## config.mk

```make
export PLATFORM = sky130hd
export DESIGN_NAME = inst_axi_rd_bridge_flat
export DESIGN_NICKNAME = d
export VERILOG_FILES = /design/src/rtl/inst_axi_rd_bridge_if.sv /design/src/rtl/inst_axi_rd_bridge.sv /design/src/flat_wrapper.sv
export SDC_FILE = /design/constraint.sdc
export NUM_CORES = 1
export LEC_CHECK = 0
export BUFFER_PORTS_ARGS = -buffer_cell sky130_fd_sc_hd__buf_2
export CORE_AREA = 3 3 80 113
export CTS_CLUSTER_SIZE = 40
export DETAILED_ROUTE_END_ITERATION = 8
export DIE_AREA = 0 0 83 116
export PLACE_DENSITY = 0.73
export REMOVE_ABC_BUFFERS = 1
export SYNTH_ARGS = -nofsm -noshare
export SYNTH_HDL_FRONTEND = slang
export SYNTH_SLANG_ARGS = --single-unit
export TNS_END_PERCENT = 5
```

## constraint.sdc

```tcl
create_clock -name clk -period 1.6 [get_ports clk]
set_input_delay 0.16 -clock clk [delete_from_list [all_inputs] [get_ports clk]]
set_output_delay 0.16 -clock clk [all_outputs]
set_load 0.05 [all_outputs]
```

## src/rtl/inst_axi_rd_bridge_if.sv

```systemverilog
// AXI3/4 read-address and read-data channels used by inst_axi_rd_bridge.
//   master : the bridge side (drives AR payload/valid and rready)
//   slave  : the crossbar / memory side (drives arready and the R payload/valid)
interface inst_axi_rd_bridge_if;
  // AR channel
  logic [3:0]  arid;
  logic [31:0] araddr;
  logic [7:0]  arlen;
  logic [2:0]  arsize;
  logic [1:0]  arburst;
  logic [1:0]  arlock;
  logic [3:0]  arcache;
  logic [2:0]  arprot;
  logic        arvalid;
  logic        arready;
  // R channel
  logic [3:0]  rid;
  logic [31:0] rdata;
  logic [1:0]  rresp;
  logic        rlast;
  logic        rvalid;
  logic        rready;

  modport master (
    output arid, araddr, arlen, arsize, arburst, arlock, arcache, arprot, arvalid,
    input  arready,
    input  rid, rdata, rresp, rlast, rvalid,
    output rready
  );

  modport slave (
    input  arid, araddr, arlen, arsize, arburst, arlock, arcache, arprot, arvalid,
    output arready,
    output rid, rdata, rresp, rlast, rvalid,
    input  rready
  );
endinterface

```

## src/rtl/inst_axi_rd_bridge.sv

```systemverilog
// Instruction fetch bridge: sram-like fetch port -> single-beat AXI read.
// One fetch is outstanding at a time; each accepted request (addr_ok) is
// answered by exactly one registered data_ok pulse carrying the word and an
// error flag derived from rresp.
// Ports:
//   clk, resetn            clock, synchronous active-low reset
//   inst_sram_req/addr/size fetch request (wr/wstrb/wdata are ignored)
//   inst_sram_addr_ok      request accepted (combinational, IDLE only)
//   inst_sram_data_ok      one-cycle pulse, rdata/rd_err valid
//   inst_sram_rdata        returned instruction word (holds last value)
//   inst_rd_err            rresp was nonzero for the returned word
//   axi                    AXI read master (AR + R channels)
module inst_axi_rd_bridge #(
  parameter logic [3:0] ARID_VAL = 4'd0
) (
  input  logic                        clk,
  input  logic                        resetn,
  input  logic                        inst_sram_req,
  input  logic                        inst_sram_wr,
  input  logic [1:0]                  inst_sram_size,
  input  logic [3:0]                  inst_sram_wstrb,
  input  logic [31:0]                 inst_sram_addr,
  input  logic [31:0]                 inst_sram_wdata,
  output logic                        inst_sram_addr_ok,
  output logic                        inst_sram_data_ok,
  output logic [31:0]                 inst_sram_rdata,
  output logic                        inst_rd_err,
  inst_axi_rd_bridge_if.master        axi
);

  typedef enum logic [1:0] {
    IDLE = 2'd0,
    AR   = 2'd1,
    R    = 2'd2,
    DONE = 2'd3
  } state_t;

  state_t      state_reg, state_next;
  logic [31:0] araddr_reg;
  logic [1:0]  size_reg;
  logic [31:0] rdata_reg;
  logic        err_reg;

  // Write side and the R-channel id/last are meaningless for a single
  // outstanding single-beat read; fold them into a sink.
  logic unused_ok;
  assign unused_ok = &{1'b0, inst_sram_wr, inst_sram_wstrb, inst_sram_wdata,
                       axi.rid, axi.rlast, 1'b0};

  always_ff @(posedge clk) begin
    if (!resetn) begin
      state_reg  <= IDLE;
      araddr_reg <= 32'h0;
      size_reg   <= 2'b00;
      rdata_reg  <= 32'h0;
      err_reg    <= 1'b0;
    end else begin
      state_reg <= state_next;
      // Request payload is captured at acceptance so the IF stage may move on.
      if (state_reg == IDLE && inst_sram_req) begin
        araddr_reg <= inst_sram_addr;
        size_reg   <= inst_sram_size;
      end
      if (state_reg == R && axi.rvalid) begin
        rdata_reg <= axi.rdata;
        err_reg   <= (axi.rresp != 2'b00);
      end
    end
  end

  always_comb begin
    state_next = state_reg;
    case (state_reg)
      IDLE: if (inst_sram_req) state_next = AR;
      AR:   if (axi.arready)   state_next = R;
      R:    if (axi.rvalid)    state_next = DONE;
      DONE:                    state_next = IDLE;
      default:                 state_next = IDLE;
    endcase
  end

  // Handshake outputs are pure state decodes, so arready never reaches rready
  // combinationally; only addr_ok looks at an input.
  assign inst_sram_addr_ok = (state_reg == IDLE) && inst_sram_req;
  assign inst_sram_data_ok = (state_reg == DONE);
  assign inst_sram_rdata   = rdata_reg;
  assign inst_rd_err       = err_reg;

  assign axi.arid    = ARID_VAL;
  assign axi.araddr  = araddr_reg;
  assign axi.arlen   = 8'd0;
  assign axi.arsize  = {1'b0, size_reg};
  assign axi.arburst = 2'b01;
  assign axi.arlock  = 2'b00;
  assign axi.arcache = 4'b0000;
  assign axi.arprot  = 3'b000;
  assign axi.arvalid = (state_reg == AR);
  assign axi.rready  = (state_reg == R);

endmodule

```

## src/flat_wrapper.sv

```systemverilog
// flat-port wrapper written by rule: the top's interface ports become plain ports
module inst_axi_rd_bridge_flat 
#(
  parameter logic [3:0] ARID_VAL = 4'd0
)
  (clk, resetn, inst_sram_req, inst_sram_wr, inst_sram_size, inst_sram_wstrb, inst_sram_addr, inst_sram_wdata, inst_sram_addr_ok, inst_sram_data_ok, inst_sram_rdata, inst_rd_err, axi_arid, axi_araddr, axi_arlen, axi_arsize, axi_arburst, axi_arlock, axi_arcache, axi_arprot, axi_arvalid, axi_arready, axi_rid, axi_rdata, axi_rresp, axi_rlast, axi_rvalid, axi_rready);
  inst_axi_rd_bridge_if axi_i ();
  input  logic clk;
  input  logic resetn;
  input  logic inst_sram_req;
  input  logic inst_sram_wr;
  input  logic [1:0] inst_sram_size;
  input  logic [3:0] inst_sram_wstrb;
  input  logic [31:0] inst_sram_addr;
  input  logic [31:0] inst_sram_wdata;
  output logic inst_sram_addr_ok;
  output logic inst_sram_data_ok;
  output logic [31:0] inst_sram_rdata;
  output logic inst_rd_err;
  output wire logic [$bits(axi_i.arid)-1:0] axi_arid;
  output wire logic [$bits(axi_i.araddr)-1:0] axi_araddr;
  output wire logic [$bits(axi_i.arlen)-1:0] axi_arlen;
  output wire logic [$bits(axi_i.arsize)-1:0] axi_arsize;
  output wire logic [$bits(axi_i.arburst)-1:0] axi_arburst;
  output wire logic [$bits(axi_i.arlock)-1:0] axi_arlock;
  output wire logic [$bits(axi_i.arcache)-1:0] axi_arcache;
  output wire logic [$bits(axi_i.arprot)-1:0] axi_arprot;
  output wire logic [$bits(axi_i.arvalid)-1:0] axi_arvalid;
  input wire logic [$bits(axi_i.arready)-1:0] axi_arready;
  input wire logic [$bits(axi_i.rid)-1:0] axi_rid;
  input wire logic [$bits(axi_i.rdata)-1:0] axi_rdata;
  input wire logic [$bits(axi_i.rresp)-1:0] axi_rresp;
  input wire logic [$bits(axi_i.rlast)-1:0] axi_rlast;
  input wire logic [$bits(axi_i.rvalid)-1:0] axi_rvalid;
  output wire logic [$bits(axi_i.rready)-1:0] axi_rready;
  assign axi_arid = axi_i.arid;
  assign axi_araddr = axi_i.araddr;
  assign axi_arlen = axi_i.arlen;
  assign axi_arsize = axi_i.arsize;
  assign axi_arburst = axi_i.arburst;
  assign axi_arlock = axi_i.arlock;
  assign axi_arcache = axi_i.arcache;
  assign axi_arprot = axi_i.arprot;
  assign axi_arvalid = axi_i.arvalid;
  assign axi_i.arready = axi_arready;
  assign axi_i.rid = axi_rid;
  assign axi_i.rdata = axi_rdata;
  assign axi_i.rresp = axi_rresp;
  assign axi_i.rlast = axi_rlast;
  assign axi_i.rvalid = axi_rvalid;
  assign axi_rready = axi_i.rready;
  inst_axi_rd_bridge #(.ARID_VAL(ARID_VAL)) u_core (.clk(clk), .resetn(resetn), .inst_sram_req(inst_sram_req), .inst_sram_wr(inst_sram_wr), .inst_sram_size(inst_sram_size), .inst_sram_wstrb(inst_sram_wstrb), .inst_sram_addr(inst_sram_addr), .inst_sram_wdata(inst_sram_wdata), .inst_sram_addr_ok(inst_sram_addr_ok), .inst_sram_data_ok(inst_sram_data_ok), .inst_sram_rdata(inst_sram_rdata), .inst_rd_err(inst_rd_err), .axi(axi_i));
endmodule
```

Word level (Yosys, flattened, before mapping)

Cells that the tools add are included.

Register bits after elaboration: 69
Input bits: 115
Output and inout bits: 95
Logic and storage cells: 20

Eq/ne operators: 6
Multiplexer cells: 4
Reductions and logical operators: 5

Operators with widths:

| cell               | count |
|---|---|
| $pmux 2 s4         | 1 |
| $mux 2             | 3 |
| $eq 2x2->1 const B | 2 |
| $ne 2x2->1 const B | 2 |
| $reduce_and 3->1   | 1 |
| $eq 2x1->1 const B | 1 |
| $logic_and 1x1->1  | 2 |
| $logic_not 2->1    | 1 |
| $ne 2x1->1 const B | 1 |
| $reduce_bool 2->1  | 1 |

Depth between registers and ports, before layout

Gate-level depths: netlist of run 1.

Word-level depth: 3
Mapped depth: 7
Mapped depth without buffers: 6

Worst setup path before layout of run 1

No wires, ideal clock.

Kind: register to register
Start: reg u_core.state_reg[0]
End: reg u_core.rdata_reg[10], in the netlist u_core.inst_sram_rdata[10]
Library setup time: 0.076 ns
Data arrival time: 1.606 ns
Required time: 1.524 ns
Path slack: -0.081 ns
Stages on the path, launching flop included: 8
Buffers on the path: 2
Clock period less this slack: 1.681 ns
Path through: dfxtp_1 -> inv_1 -> ha_1 -> and2_2 -> buf_2 -> buf_4 -> nand2_1 -> a21boi_0

Longest elaborated chain between the ends: 2

Ends and longest elaborated chain:

| item                     | line                     | source |
|---|---|---|
| start: declaration       | inst_axi_rd_bridge.sv:38 | `state_t state_reg, state_next;` |
| start signal: assignment | inst_axi_rd_bridge.sv:58 | `state_reg <= state_next;` |
| $eq 2x2->1               | n/a                      |  |
| via axi_rready           | flat_wrapper.sv:35       | `output wire logic [$bits(axi_i.rready)-1:0] axi_rready;` |
| $logic_and 1x1->1        | inst_axi_rd_bridge.sv:64 | `if (state_reg == R && axi.rvalid) begin` |
| end signal: assignment   | inst_axi_rd_bridge.sv:65 | `rdata_reg <= axi.rdata;` |
| end: declaration         | inst_axi_rd_bridge.sv:41 | `logic [31:0] rdata_reg;` |

The timed path passes the listed nets, and every way through them passes these cells.
A chain may end at the register's enable or synchronous reset.

Worst setup path in the final report of run 1

Start: reg u_core.state_reg[0]
End: reg u_core.state_reg[1]

Longest elaborated chain between the ends: 3
Elaborated cells between the ends (all ways): 9
Classes of those cells: 6 x eq/ne; 1 x mux; 2 x reduce/logical

Ends and longest elaborated chain:

| item                                                      | line                     | source |
|---|---|---|
| $eq 2x2->1, or another cell as far along                  | inst_axi_rd_bridge.sv:73 | `case (state_reg)` |
| $ne 2x2->1 (no line) / $ne 2x1->1 (equally long branches) | n/a                      |  |
| $reduce_and 3->1 (no line)                                | n/a                      |  |

Several ways; a longest one is shown, not always the timed one.

==> results.json, run 1 <==
{
  "min_path_type": "input port to flip-flop",
  "place_hpwl_um": 4910,
  "cts_tree": "built",
  "arrival_ns": 1.71,
  "setup_violations": 0,
  "die_width_um": 83,
  "path_max_fanout": 5,
  "avgRoutedWirePerCell_um": 11.0,
  "hold_buffers": 0,
  "pwr-share-clk_pct": 29.2,
  "overflow": 0,
  "avgSynthCellArea_sq_um": 8.36,
  "crit_chain": "inv_1, ha_1, a222oi_1, mux2i_1",
  "rsz0062_at_grt": "false",
  "dieArea_sq_mm": 0.00963,
  "yosys_warnings": 0,
  "vias": 2537,
  "cp_slowest_cell": "a222oi_1",
  "fin_skew_ns": 0.00455,
  "ys.flop_type": "dfxtp_1",
  "postRouteAntennaNets": 0,
  "io_pins": 210,
  "vdd.ir_drop.worst_mv": 0.872,
  "fmax_mhz": 679,
  "hold_viol": 0,
  "switching_share_pct": 39.9,
  "worstHoldPathCells": 3,
  "antenna_found_initial": 0,
  "final_cell_mix": "buf_2 (142), nand2_1 (136), dfxtp_1 (68), a21boi_0 (61), conb_1 (24)",
  "final.setup.worst_slack_ns": 0.127,
  "port_buffers": 143,
  "leakagePower_nw": 1.85,
  "mostFrequentLayoutCell": "buf_2",
  "endpoint_kind": "flip-flop",
  "drive_above_1_share_pct": 35.0,
  "worst_slew_pin_slew_ns": 0.524,
  "initial_core_util_pct": 34.8,
  "cts_max_level": 3,
  "dr.pass1.iters": 4,
  "worstSetupStartpointType": "flip-flop",
  "period_needed_ns": 1.47,
  "cts-buffers-inserted": 9,
  "power.density_mw_per_mm2": 1640,
  "n_antenna_cell": 0,
  "clkTransAtPathRegs_ns": 0.05,
  "crit_required_ns": 1.84,
  "cts-root-buf": "clkbuf_16",
  "clk_latency_ns": 0.31,
  "nets": 598,
  "grt_pass1_wl_um": 10600,
  "syn-cell-area_sq_mm": 0.00282,
  "ys_seq_area_share_pct": 49.0,
  "p_int_mw": 3.82,
  "r2r.worst_path.cells": 4,
  "relSlewSlack_pct": 65.1,
  "clkSinkCount": 69,
  "ys_ff_latch": 69,
  "post-route-util_pct": 47.7,
  "rows": 39,
  "drc": 0,
  "drtIter0Drc": 67,
  "ys_types": 20,
  "sequentialPowerShare_pct": 33.3,
  "syn_to_final_growth_pct": 37.2,
  "place.gp.congestion": 0.754,
  "viasPerCell": 4.34,
  "max_stage_delay_ns": 0.53,
  "drv_cap": 0,
  "synth_edf_count": 0,
  "pre_cts_ws_ns": -0.00222,
  "syn_inst": 337,
  "worst-setup-path-type": "flip-flop to flip-flop",
  "grt_max_degree": 40,
  "final_max_slew_viol_count": 0,
  "comb_power_share_pct": 37.5,
  "synth-async-reset-ratio_pct": 0,
  "die_y_um": 116,
  "core_area_sq_mm": 0.00810,
  "finalCritPeriodShare_pct": 92.1,
  "switchingPower_mw": 2.53,
  "status": "finished clean",
  "cts_buffer_depth": 2,
  "wl_um": 6410,
  "grtUsageTotal_pct": 13.6,
  "grt_pass1_vias": 2317
}
-- worst max-delay path: cells and delay by family (launching register included) --
kind,cells,cell delay [ns]
adders and majority gates,1,0.25
DFF,1,0.32
muxes,1,0.23
buffers and inverters,1,0.07
AOI/OAI and AO/OA,1,0.53
-- power by group through the flow --
stage / clock network (mW) / registers [mW] / logic, mW
finish: 1.85 / 2.11 / 2.38
global route: 2.02 / 2.15 / 2.58
CTS: 1.94 / 2.11 / 2.43
detailed placement: 0 / 2.15 / 2.38
global placement: 0 / 2.13 / 2.34
floorplan: 0 / 2.98 / 0.870
-- layer usage --
layer,track usage [%],up-vias,share of wire [%]
li1,-,1299,-
met1,14.9,1107,39
met2,23.1,121,48
met3,6.26,10,12
met4,4.91,0,1.4
met5,0,-,0
-- metrics by stage --
stage / instances / power [mW] / cell area (sq um) / TNS (ns) / hold slack, ns
CTS: 586 / 6.48 / 3870 / 0 / 0.0620
finish: 585 / 6.35 / 3870 / 0 / 0.0853
global placement: 568 / 4.47 / 3560 / 0 / 0.401
floorplan: 315 / 3.85 / 2630 / -36.16 / 0.295
detailed placement: 568 / 4.52 / 3560 / -0.00222 / 0.406
global route: 585 / 6.75 / 3870 / 0 / 0.0680
-- what timing repair did --
action                                  in CTS  in global routing
endpoints found under the setup margin       2                 28
pin swaps                                    1                  0
setup buffers                                2                  0
resized for setup                            4                  2
-- cell usage after synthesis (2+ instances only) --
library cell | instances | area share, %
clkbuf_1 | 10 | 1.3
buf_4 | 27 | 7.2
buf_1 | 2 | 0.27
nand2_1 | 136 | 18
ha_1 | 5 | 2.2
buf_2 | 5 | 0.89
a21boi_1 | 5 | 1.3
a21boi_0 | 61 | 16
dfxtp_1 | 69 | 49
mux2i_1 | 2 | 0.71
conb_1 | 2 | 0.27
inv_1 | 5 | 0.67
-- cell families after synthesis --
logic type,Yosys count,share of synthesized area [%]
multiplexers,2,0.711
AND/OR/NAND/NOR,141,19.2
adder cells (fa/ha/maj),5,2.22
buffers and inverters,50,10.5
other,2,0.267
flip-flops,69,49.0
AO/OA/AOI/OAI,68,18.1
-- worst paths after layout --
path                            slack, ns                         to                       from
worst max-delay path                 0.13        u_core.state_reg[1]        u_core.state_reg[0]
worst min-delay path                 0.09  u_core.inst_sram_rdata[6]               axi_rdata[6]
worst max register to register       0.13        u_core.state_reg[1]        u_core.state_reg[0]
worst min register to register       0.45  u_core.inst_sram_rdata[8]  u_core.inst_sram_rdata[8]
-- layout make-up --
type | count | area (sq um)
well taps | 102 | 128
flip-flops and latches | 69 | 1380
multi-input cells | 240 | 1220
repair buffers | 152 | 815
fillers | 805 | 4230
clock buffers | 16 | 292
inverters | 6 | 25.0
Note: power is estimated with default switching activity, not from simulation.
==> inputs of run 2 (changes only) <==
- BUFFER_PORTS_ARGS: -buffer_cell sky130_fd_sc_hd__buf_2 -> default
- DONT_BUFFER_PORTS: default -> 1
- PLACE_DENSITY: 0.73 -> 0.51
==> results.json, run 2 (synthesized netlist as in run 1, its figures left out) <==
{
  "final_max_slew_viol_count": 0,
  "mostFrequentLayoutCell": "nand2_1",
  "die_y_um": 116,
  "fin_skew_ns": 0.00363,
  "met2_length_um": 3250,
  "drt-met1-wl_um": 2840,
  "hold_slack_ns": 0.0606,
  "power.density_mw_per_mm2": 1590,
  "avgRoutedWirePerCell_um": 12.3,
  "worst-setup-path-type": "flip-flop to output pin",
  "dieArea_sq_mm": 0.00963,
  "cts-buffers-inserted": 9,
  "multi_input_area_sq_mm": 0.00123,
  "die_width_um": 83,
  "relSlewSlack_pct": 64.9,
  "core_area_sq_mm": 0.00810,
  "initial_core_util_pct": 34.8,
  "vdd.ir_drop.worst_mv": 0.887,
  "path_max_fanout": 13,
  "fill_cells": 731,
  "worst_slew_pin_slew_ns": 0.525,
  "grt_pass1_wl_um": 11300,
  "drtIter0Drc": 56,
  "cts_max_level": 3,
  "rows": 39,
  "dr.pass1.iters": 4,
  "grt_pass1_vias": 2363,
  "postCtsSetupBuffers": 0,
  "place_hpwl_um": 4530,
  "cts_tree": "built",
  "cts-root-buf": "clkbuf_16",
  "n_antenna_cell": 0,
  "setup_violations": 0,
  "crit_required_ns": 1.44,
  "drc": 0,
  "dr_wl_met3_um": 774,
  "p_total_mw": 6.81,
  "clkSinkCount": 69,
  "r2r_end": "u_core.axi.araddr[1]",
  "final_cell_mix": "nand2_1 (136), dfxtp_1 (69), dlygate4sd3_1 (66), buf_4 (63), a21boi_0 (60)",
  "drv_cap": 0,
  "viasPerCell": 4.38,
  "drive_above_1_share_pct": 18.4,
  "worstSetupStartpointType": "flip-flop",
  "r2r_slack_ns": 0.14,
  "min_path_type": "input port to flip-flop",
  "finalCritPeriodShare_pct": 94.5,
  "r2r.worst_path.cells": 6,
  "max_stage_delay_ns": 0.33,
  "syn_to_final_growth_pct": 52.0,
  "arrival_ns": 1.35,
  "port_buffers": 0,
  "grt_max_degree": 72,
  "rsz0062_at_grt": "true",
  "io_pins": 210,
  "r2r_start": "u_core.state_reg[0]",
  "endpoint_kind": "output pin",
  "nets": 578,
  "grtUsageTotal_pct": 14.7,
  "register_area_sq_mm": 0.00138,
  "wl_um": 6970,
  "period_needed_ns": 1.51,
  "cp_slowest_cell": "dfxtp_1",
  "overflow": 0,
  "worstHoldPathCells": 2,
  "status": "finished clean",
  "cts_buffer_depth": 2,
  "fmax_mhz": 661,
  "min_from": "axi_rresp[0]",
  "clkTransAtPathRegs_ns": 0.05,
  "place.gp.congestion": 0.718,
  "postRouteAntennaNets": 0,
  "crit_chain": "inv_1, ha_1, nand2_2, clkinv_4, buf_6",
  "antenna_found_initial": 0,
  "hold_end": "u_core.inst_rd_err",
  "leakagePower_nw": 1.79,
  "hold_viol": 0,
  "clk_latency_ns": 0.32,
  "vias": 2475,
  "cp-startpoint": "u_core.state_reg[0]",
  "top_layer": "met4"
}
[run 2: changes by cell type in the layout (fill, tap and decap cells not counted), moves of 2 or more]
cell,change
clkbuf_8,-2
bufinv_16,+2
buf_4,+56
clkbuf_1,-2
buf_2,-142
clkinv_2,+2
dlygate4sd3_1,+66
[run 2: critical path: cells and delay by family (launching register included)]
family                   cells  cell delay, ns
buffers and inverters        3            0.36
AND/OR/NAND/NOR              1            0.11
adder cells (fa/ha/maj)      1            0.22
flip-flops                   1            0.33
[run 2: power by group]
part	internal [mW]	switching [mW]
combinational	0.781	1.61
sequential	1.98	0.321
clock	1.44	0.675
[run 2: area by class of cell]
cell class / count / share of cell area, %
flip-flops and latches: 69 / 32.3
multi-input cells: 240 / 28.7
well taps: 102 / 2.98
clock buffers: 12 / 5.99
clock inverters: 4 / 1.64
repair buffers: 132 / 27.8
inverters: 6 / 0.643
[run 2: worst max path at each step]
stage | endpoint | depth (start not counted)
after global placement | u_core.inst_sram_rdata[17] | 6
after detailed placement | u_core.inst_sram_rdata[14] | 6
final | inst_sram_addr_ok | 5
after floorplan | u_core.axi.araddr[0] | 6
after CTS | inst_sram_addr_ok | 5
after global routing | inst_sram_addr_ok | 5
[run 2: repair_timing]
action / 4_1_cts / 5_1_grt
endpoints found under the setup margin: 60 / 16
resized for setup: 3 / 3
pin swaps: 0 / 1
hold buffers: 67 / 0
endpoints found under the hold margin: 69 / 0
cloned: 0 / 0
[run 2: per-layer routing]
layer | vias to the layer above | global-route usage (%)
met2 | 129 | 23.6
li1 | 1262 | -
met5 | - | 0
met4 | 0 | 6.76
met3 | 9 | 8.11
met1 | 1075 | 15.9
[run 2: stage by stage]
| step | setup slack (ns) | util [%] | cells | instance area [sq um] | setup TNS (ns) |
|---|---|---|---|---|---|
| after global routing | -0.0179 | 52.9 | 565 | 4280 | -0.0515 |
| final | 0.0882 | 52.9 | 565 | 4280 | 0 |
| after floorplan | -0.764 | - | 315 | 2630 | -36.16 |
| after detailed placement | -0.0926 | 40.2 | 482 | 3260 | -2.15 |
| after CTS | 0.0227 | 52.8 | 565 | 4280 | 0 |
| after global placement | -0.0661 | 40.2 | 482 | 3260 | -1.18 |
==> inputs of run 3 (changes only) <==
- clock period: 1.6 -> 1.9 ns (I/O delays scaled with it)
==> results.json, run 3 (synthesized netlist as in run 1, its figures left out) <==
{
  "worst-setup-path-type": "flip-flop to output pin",
  "hold_viol": 0,
  "core_area_sq_mm": 0.00810,
  "crit_required_ns": 1.71,
  "place_hpwl_um": 4210,
  "drc": 0,
  "setup_violations": 0,
  "dieArea_sq_mm": 0.00963,
  "n_antenna_cell": 0,
  "max_stage_delay_ns": 0.37,
  "post-route-util_pct": 43.4,
  "avgRoutedWirePerCell_um": 13.7,
  "rows": 39,
  "status": "finished clean",
  "final_cell_mix": "nand2_1 (136), dfxtp_1 (68), a21boi_0 (61), dlygate4sd3_1 (43), conb_1 (24)",
  "clk_latency_ns": 0.32,
  "nets": 495,
  "p_int_mw": 2.98,
  "cts-buffers-inserted": 9,
  "grt_max_degree": 59,
  "fmax_mhz": 569,
  "vias": 2194,
  "pwr-share-clk_pct": 29.9,
  "finalCritPeriodShare_pct": 92.4,
  "grt_pass1_wl_um": 10400,
  "path_max_fanout": 35,
  "place.gp.congestion": 0.704,
  "endpoint_kind": "output pin",
  "io_pins": 210,
  "final_max_slew_viol_count": 0,
  "cts_tree": "built",
  "die_y_um": 116,
  "power.density_mw_per_mm2": 1450,
  "drv_cap": 0,
  "cts-root-buf": "clkbuf_16",
  "grtUsageTotal_pct": 13.6,
  "drtIter0Drc": 44,
  "rsz0062_at_grt": "false",
  "syn_to_final_growth_pct": 24.8,
  "cts_max_level": 3,
  "clkTransAtPathRegs_ns": 0.05,
  "period_needed_ns": 1.76,
  "clkSinkCount": 69,
  "leakagePower_nw": 1.33,
  "p_total_mw": 5.08,
  "grt_pass1_vias": 2027,
  "final.setup.worst_slack_ns": 0.144,
  "stdcell_count": 482,
  "overflow": 0,
  "fill_cells": 810,
  "pre_cts_ws_ns": 0.245,
  "initial_core_util_pct": 34.8,
  "switchingPower_mw": 2.10,
  "sequentialPowerShare_pct": 49.9,
  "cp_slowest_cell": "dfxtp_1",
  "dr.pass1.iters": 4,
  "wl_um": 6610,
  "fin_skew_ns": 0.00500,
  "crit_chain": "inv_1, ha_1, nand2_2, clkinv_1, buf_12, buf_4",
  "worst_slew_pin_slew_ns": 0.598,
  "port_buffers": 0,
  "drive_above_1_share_pct": 5.53,
  "hold_slack_ns": 0.0128,
  "relSlewSlack_pct": 60.1,
  "postRouteAntennaNets": 0,
  "switching_share_pct": 41.4,
  "worstSetupStartpointType": "flip-flop",
  "comb_power_share_pct": 20.3,
  "die_width_um": 83,
  "dp.cells": 423,
  "min_path_type": "input port to flip-flop",
  "vdd.ir_drop.worst_mv": 0.749,
  "mostFrequentLayoutCell": "nand2_1",
  "viasPerCell": 4.55,
  "cts_buffer_depth": 2,
  "arrival_ns": 1.57,
  "antenna_found_initial": 0
}
## run 3: cell count changes in the layout (fill, tap and decap cells not counted), sizes merged
cell,previous run,this run
buf,66,6
dlygate4sd3,66,43
clkbuf,12,15
bufinv,2,0
clkinv,3,2
## run 3: path summary, 6_finish.rpt
kind / end / cells after the start / from / slack [ns]
setup / recovery: inst_sram_addr_ok / 6 / u_core.state_reg[1] / 0.14
hold / removal: u_core.inst_sram_rdata[2] / 2 / axi_rdata[2] / 0.01
setup reg to reg: u_core.inst_sram_rdata[22] / 5 / u_core.state_reg[0] / 0.28
hold reg to reg: u_core.state_reg[0] / 2 / u_core.state_reg[0] / 0.49
## run 3: per-stage QoR
step | setup TNS [ns] | instance area [sq um]
after global routing | 0 | 3520
after global placement | 0 | 2810
after detailed placement | 0 | 2810
final | 0 | 3520
after CTS | 0 | 3510
after floorplan | -16.01 | 2630
## run 3: cell type report
| cell class | count | area (sq um) | share of cell area [%] |
|---|---|---|---|
| Sequential cell | 69 | 1380 | 39.3 |
| Multi-Input combinational cell | 240 | 1220 | 34.8 |
| Timing Repair Buffer | 49 | 488 | 13.9 |
| Clock buffer | 15 | 268 | 7.61 |
| Tap cell | 102 | 128 | 3.63 |
| Inverter | 6 | 22.5 | 0.640 |
| Clock inverter | 1 | 5.00 | 0.142 |
## run 3: what timing repair did
action                     in CTS  in global routing
hold endpoints to repair       43                  2
buffers inserted                0                  0
gates resized for setup         0                  1
setup endpoints to repair       0                  1
hold buffers                   42                  1
## run 3: power by group through the flow
stage                     sequential, mW  combinational [mW]  clock (mW)
after floorplan                     2.51               0.732           0
after global placement              2.56               0.946           0
after detailed placement            2.57               0.966           0
after CTS                           2.54                1.04        1.57
after global routing                2.57                1.16        1.64
final                               2.53                1.03        1.52
## run 3: critical path: cells and delay by family (launching register included)
kind,cells,cell delay (ns)
buf+inv,4,0.56
flops,1,0.37
simple gates,1,0.08
fa+ha+maj,1,0.21
## run 3: per-layer routing
layer  track usage [%]  vias to the layer above  part of all wire, %
li1                  -                     1097                    -
met4              6.87                        0                  2.0
met3              7.97                       11                   13
met2              20.2                      127                   44
met5                 0                        -                    0
met1              15.6                      959                   41
